<file path="src/rtl/instr_fetch_unit.sv">
// Instruction-fetch stage: owns the PC, issues one ready-handshaked imem fetch at a time and
// registers {instr, pc, ctrl} for IF/ID. Optional stall/wait counter under IF_PERF_CNT_EN.
module instr_fetch_unit #(
   parameter int         S        = 15,
   parameter int         C        = 1,
   parameter logic [S:0] RESET_PC = '0
) (
   input  logic       clk,
   input  logic       rst,
   input  logic       stall,
   input  logic       redirect_en,
   input  logic [S:0] redirect_pc,
   output logic       imem_req,
   output logic [S:0] imem_addr,
   input  logic       imem_ready,
   input  logic [S:0] imem_rdata,
   output logic [S:0] out_instr,
   output logic [S:0] out_pc,
   output logic [C:0] out_ctrl
`ifdef IF_PERF_CNT_EN
   ,
   output logic [15:0] perf_stall_cnt
`endif
);

   typedef enum logic [1:0] {IDLE, FETCH, HOLD} state_t;

   localparam logic [C:0] CTRL_NONE  = '0;
   localparam logic [C:0] CTRL_VALID = (C+1)'(1);
   localparam logic [C:0] CTRL_FLUSH = (C+1)'(2);

   state_t     state_q, state_d;
   logic [S:0] pc_q, pc_d;
   logic [S:0] instr_q, instr_d;
   logic [S:0] opc_q, opc_d;
   logic [C:0] ctrl_q, ctrl_d;

   always_ff @(posedge clk or negedge rst) begin
      if (!rst) begin
         state_q <= IDLE;
         pc_q    <= RESET_PC;
         instr_q <= '0;
         opc_q   <= '0;
         ctrl_q  <= CTRL_NONE;
      end else begin
         state_q <= state_d;
         pc_q    <= pc_d;
         instr_q <= instr_d;
         opc_q   <= opc_d;
         ctrl_q  <= ctrl_d;
      end
   end

   // Redirect wins over everything, including stall and any response arriving that cycle.
   always_comb begin
      state_d   = state_q;
      pc_d      = pc_q;
      instr_d   = instr_q;
      opc_d     = opc_q;
      ctrl_d    = ctrl_q;
      imem_req  = (state_q == FETCH);
      imem_addr = pc_q;
      if (redirect_en) begin
         pc_d    = {redirect_pc[S:1], 1'b0};
         instr_d = '0;
         ctrl_d  = CTRL_FLUSH;
         state_d = FETCH;
      end else begin
         case (state_q)
            IDLE: state_d = FETCH;
            FETCH: begin
               if (imem_ready && !stall) begin
                  instr_d = imem_rdata;
                  opc_d   = pc_q;
                  ctrl_d  = CTRL_VALID;
                  pc_d    = pc_q + (S+1)'(2);
               end else if (imem_ready && stall) begin
                  // Response dropped; the same address is refetched once the stall clears.
                  state_d = HOLD;
               end else if (!imem_ready && !stall) begin
                  instr_d = '0;
                  ctrl_d  = CTRL_NONE;
               end
            end
            HOLD: begin
               if (!stall) state_d = FETCH;
            end
            default: state_d = IDLE;
         endcase
      end
   end

   assign out_instr = instr_q;
   assign out_pc    = opc_q;
   assign out_ctrl  = ctrl_q;

`ifdef IF_PERF_CNT_EN
   logic [15:0] perf_cnt_q, perf_cnt_d;
   logic        perf_inc;

   always_comb begin
      perf_inc   = ((state_q == FETCH) && !imem_ready) || (state_q == HOLD) || stall;
      perf_cnt_d = perf_cnt_q;
      if (perf_inc && (perf_cnt_q != 16'hFFFF)) perf_cnt_d = perf_cnt_q + 16'd1;
   end

   always_ff @(posedge clk or negedge rst) begin
      if (!rst) perf_cnt_q <= '0;
      else      perf_cnt_q <= perf_cnt_d;
   end

   assign perf_stall_cnt = perf_cnt_q;
`endif

endmodule

</file>
<file path="config.mk">
export PLATFORM = sky130hd
export DESIGN_NAME = instr_fetch_unit
export DESIGN_NICKNAME = d
export VERILOG_FILES = /design/src/rtl/instr_fetch_unit.sv
export SDC_FILE = /design/constraint.sdc
export NUM_CORES = 1
export LEC_CHECK = 0
export CAP_MARGIN = 0
export CORE_MARGIN = 2
export CORE_UTILIZATION = 40
export CTS_CLUSTER_SIZE = 16
export DETAILED_ROUTE_END_ITERATION = 8
export PLACE_DENSITY = 0.73
export SYNTH_ARGS = -nofsm -noshare
export SYNTH_HDL_FRONTEND = slang
export SYNTH_SLANG_ARGS = --single-unit
</file>
<file path="constraint.sdc">
create_clock -name clk -period 1.8 [get_ports clk]
set_input_delay 0.36 -clock clk [delete_from_list [all_inputs] [get_ports clk]]
set_output_delay 0.36 -clock clk [all_outputs]
set_load 0.05 [all_outputs]
</file>
* After elaboration in Yosys (flattened, before gate mapping)
Index checks and enable logic that the tools add are counted.
Storage, ports and cells: bits in registers 52, bits of input ports 37, output and inout bits 51, logic and storage cells 44
Operators by class: $add $sub $neg 1, eq/ne operators 6, multiplexer cells 18, bitwise gates (word level) 1, reductions and logical operators 13
Operator list (count):
- 16-bit 2-to-1 mux | 8
- 2-bit 2-to-1 mux | 9
- 16-bit by 2-bit adder with 16-bit output, second input constant | 1
- 3-bit inequality test, second input constant | 3
- 3-bit AND reduction | 3
- 2-bit one-hot mux with 3 select lines | 1
- 2-bit nonzero test | 2
- 1-bit logical AND | 3
- 3-bit by 2-bit inequality test with 1-bit output, second input constant | 1
- 3-bit nonzero test | 1
- 2-bit by 1-bit == test with 1-bit output, second input constant | 1
- 2-bit == test, second input constant | 1
- 1-bit zero test | 2
- 2-bit zero test | 1
- 2-bit AND reduction | 1
- 1-bit inverter | 1

* Depth between registers and ports, before layout
word-level depth 7, mapped depth 7, depth with buffers taken out 5

* Worst setup path after synthesis
Ideal clock, no wire load.
path kind reg-to-reg, from register pc_q[1], in the netlist imem_addr[1], to register pc_q[13], in the netlist imem_addr[13], arrival time 1.661 ns, required time 1.650 ns, slack -0.011 ns, stages on the path, launching flop included 6, path buffers 0, path through dfrtp_1 > ha_1 > nand3_1 > or3_1 > o211ai_1 > o311ai_1
On the way: word-level cells in the longest chain between the ends 4
Ends and longest elaborated chain:
- start, declared | RTL line 33 | logic [S:0] pc_q, pc_d;
- start signal, assigned | RTL line 47 | pc_q <= pc_d;
- 16-bit by 2-bit adder with 16-bit output | RTL line 76 | pc_d = pc_q + (S+1)'(2);
- 16-bit 2-to-1 mux | RTL line 72 | if (imem_ready && !stall) begin
- 16-bit 2-to-1 mux | RTL line 69 | case (state_q)
- 16-bit 2-to-1 mux | RTL line 63 | if (redirect_en) begin
No other way between the ends. The select of a mux whose other input is x is not followed. A chain may end at the register's enable or synchronous reset.

* Worst setup path in the final report
from register state_q[0], to output imem_req
On the way: word-level cells in the longest chain between the ends 1
Ends and longest elaborated chain:
- start, declared | RTL line 32 | state_t state_q, state_d;
- start signal, assigned | RTL line 46 | state_q <= state_d;
- 2-bit by 1-bit == test with 1-bit output | RTL line 61 | imem_req = (state_q == FETCH);
- end, declared | RTL line 13 | output logic imem_req,
No other way between the ends.

==> flow_metrics.tcl <==
set metrics [dict create \
    run_status "finished, final reports clean" \
    grt_setup_unrepaired "no" \
    power_switching_share 0.3749 \
    ctsRootBufferMaster "clkbuf_8" \
    irDropWorstVdd_mv 0.4415 \
    hpwl_um 4264 \
    synth.avg_cell_area_sq_um 9.988 \
    post_cts_buffers 0 \
    core.rowCount 27 \
    wl_per_cell_um 14.67 \
    asyncSetResetFlopFracSynth 1.000 \
    netSwitchingPower_mw 1.221 \
    core-area_sq_um 5507 \
    io-pin-count 88 \
    post-place-cells 383 \
    number_of_flops_mapped_to_enable_cells_by_yosys 0 \
    post_synthesis_xor_xnor_area_fraction 0.01915 \
    antenna_violating_nets_post_route 0 \
    hold_viol 0 \
    synthDistinctLibCells 44 \
    drt_iter0_markers 61 \
    deepest_clock_path_buffer_count 2 \
    max_clock_freq_mhz 600.8 \
    syn_area_sq_um 2287 \
    path_max_fanout 6 \
    yosys.area_share.adder 0.005470 \
    slew-limit-headroom 0.6257 \
    grt_max_degree 28 \
    cp.arrival_ps 1300 \
    setup.worst_path.end_class "output pin" \
    maxSlewViolCount 0 \
    pwr-share-seq 0.422 \
    drt_pre_antenna_iters 4 \
    synthesis.instances 229 \
    die_height_um 79.62 \
    internal_power_consumption_mw 2.036 \
    die_width_um 79.62 \
    drt-vias-per-instance 5.115 \
    total_of_warnings_raised_by_yosys 0 \
    total_wirelength_of_the_detailed_routed_design_um 5736 \
    slowest_delay_ps 400 \
    vias 2000 \
    final.setup_skew_ps 5.935 \
    max_slew.worst_pin.slew_ps 561.5 \
    vias_in_the_first_global_route 2071 \
    post_route_cells_drive_above_1_share 0.2571 \
    synth-seq-area-share 0.5470 \
    timing.final.setup_violations 0 \
    synth.mux.area_fraction 0.01313 \
    hold_path_class "input port to async pin" \
    drv.max_cap_violation_count 0 \
    stdcell_count 391 \
    largest_family_of_logic_cells_by_synthesized_area "simple AND/OR/NAND/NOR gates" \
    total_clock_buffers_created_by_cts 5 \
    share_of_the_synthesized_area_in_compound_gates_ao_oa_aoi_oai 0.1428 \
    cts.hold.buffers_added 0 \
    post_layout_min_period_ps 1664 \
    nets 356 \
    p_leak_nw 1.556 \
    worst_ep_required_time_ps 1440 \
    gp_routability_congestion 0.7754 \
    grt_remaining_overflow 0 \
    drcViolationCount 0 \
    tritoncts "yes" \
    yosys_most_used_dff "dfrtp_1" \
    share_clk_of_total_power 0.243 \
    portBuffers 84 \
    startpoint_to_endpoint_class_of_the_critical_path "register to output pin" \
    clock_tree_sinks 50 \
    synthDominantCellAreaShare 0.5470 \
    combPwrFrac 0.336 \
    yosys.area_share.simple 0.2188 \
    clk-insertion-delay-late_ps 310 \
    global_route_wire_length_before_repair_um 9701 \
    layout_worst_path_cycle_share 0.9246 \
    synth_top_cells_by_area "dfrtp_1 55%, nand2_1 11%, a22o_1 5.0%" \
    critical-path-slowest-cell "dfrtp_1" \
    yosysTopAreaCell "dfrtp_1" \
    cp_cell_sequence "nor2b_2, buf_4, buf_12" \
    setup-tns-final_ps 0 \
    cts_htree_levels 2 \
    post_cts.resized_instances 0 \
    worst-path-buf-inv 2 \
    power.density_cell_area_nw_per_um2 1002 \
    design.die.area_sq_um 6339 \
    area_growth_pct 42.01 \
    synth-seq-cells 50 \
    critical_path.startpoint_type "register" \
    antenna_cells_inserted 0 \
    cts.reportedPaths.clkPinSlew_ps 90 \
    globalRouteTotalUtil 0.1974 \
    cp_top_family "flip-flops" \
    initial_utilization 0.4154 \
    antenna_found_initial 0 \
]
==> placed cells by master (no fill, tap or decap), types with 2 or more instances in the layout <==
cell type / Yosys / layout
o21ai_0: 14 / 14
and2_1: 2 / 2
nor2b_1: 5 / 4
conb_1: 1 / 2
o221ai_1: 2 / 2
o211ai_1: 2 / 2
xor2_1: 3 / 3
mux2i_1: 3 / 3
inv_1: 5 / 5
buf_4: 5 / 59
o311ai_0: 2 / 2
clkinvlp_4: 0 / 2
clkdlybuf4s50_1: 0 / 34
clkbuf_8: 0 / 5
and3_2: 2 / 2
a22o_1: 13 / 13
nand3_1: 8 / 8
nor3_1: 3 / 3
a311oi_1: 2 / 2
nand2_1: 67 / 67
buf_12: 0 / 3
a21oi_1: 3 / 3
nand4_1: 4 / 4
dfrtp_2: 0 / 2
xnor2_1: 2 / 2
dfrtp_1: 50 / 48
nor2_1: 2 / 2
==> power by group through the flow <==
stage	Clock [mW]	Combinational (mW)	Sequential (mW)
detailed placement	0	1.10	1.39
global route	0.871	1.16	1.39
finish	0.791	1.09	1.37
CTS	0.817	1.10	1.37
floorplan	0	0.239	1.84
global placement	0	1.09	1.39
==> path summary, 6_finish.rpt <==
kind	startpoint	end	slack, ps	depth (start not counted)
setup reg to reg	imem_addr[1]	imem_addr[13]	230	5
max in group asynchronous	rst	imem_addr[1]	1220	2
hold / removal	rst	out_instr[1]	30	1
hold reg to reg	out_pc[4]	out_pc[4]	480	2
setup / recovery	state_q[0]	imem_req	140	3
min in group clk	out_pc[4]	out_pc[4]	480	2
==> state kept, by name, indices dropped and copies added (netlist names) <==
signal     count
state_q        2
out_pc        15
out_ctrl       2
out_instr     16
imem_addr     15
==> metal layers <==
layer | global-route usage | vias to the layer above | part of all wire
met4 | 0.04655 | 0 | 0.0092
met1 | 0.2462 | 952 | 0.44
li1 | - | 969 | -
met5 | 0 | - | 0
met3 | 0.04977 | 7 | 0.077
met2 | 0.3429 | 72 | 0.47
==> worst reg2reg max path, cell delays in order (launching register included) <==
cell      delay, ps
dfrtp_2         440
ha_1            210
nand3_1         160
or3_1           360
o211ai_1        170
o311ai_1        110
==> Yosys cell counts, types with 2 or more instances <==
cell type and n:
a21oi_1 3, a22o_1 13, a311oi_1 2, and2_1 2, and3_2 2, buf_2 5
buf_4 5, buf_6 2, clkbuf_1 3, dfrtp_1 50, inv_1 5, mux2i_1 3
nand2_1 67, nand3_1 8, nand4_1 4, nor2_1 2, nor2b_1 5, nor3_1 3
o211ai_1 2, o21ai_0 14, o221ai_1 2, o311ai_0 2, xnor2_1 2, xor2_1 3
==> final cells by class <==
type,instances,area (sq um)
Fill cell,494,2258
Sequential cell,50,1254
Multi-Input combinational cell,159,923.4
Timing Repair Buffer,97,848.3
Tap cell,72,90.09
Clock buffer,5,68.82
Clock inverter,3,45.04
Inverter,5,18.77
==> cells by family (layout without fill, tap and decap cells) <==
group           count (synthesis)  after routing
simple gates                  103            103
flops                          50             50
compound gates                 45             45
buf+inv                        21            110
xor+xnor                        5              5
mux                             3              3
fa+ha+maj                       1              1
other cells                     1              2
==> through the flow <==
step / power [mW] / utilization / setup WS (ps) / hold slack, ps / instance area (sq um)
floorplan: 2.075 / - / 1.684 / 64.41 / 2293
CTS: 3.293 / 0.5894 / 29.86 / 53.67 / 3246
global placement: 2.481 / 0.5687 / -170.1 / 384.1 / 3132
detailed placement: 2.494 / 0.5687 / -178.7 / 394.3 / 3132
finish: 3.256 / 0.5899 / 135.7 / 34.89 / 3248
global route: 3.429 / 0.5899 / 69.94 / 69.29 / 3248
Power figures use the tool's default switching activity.
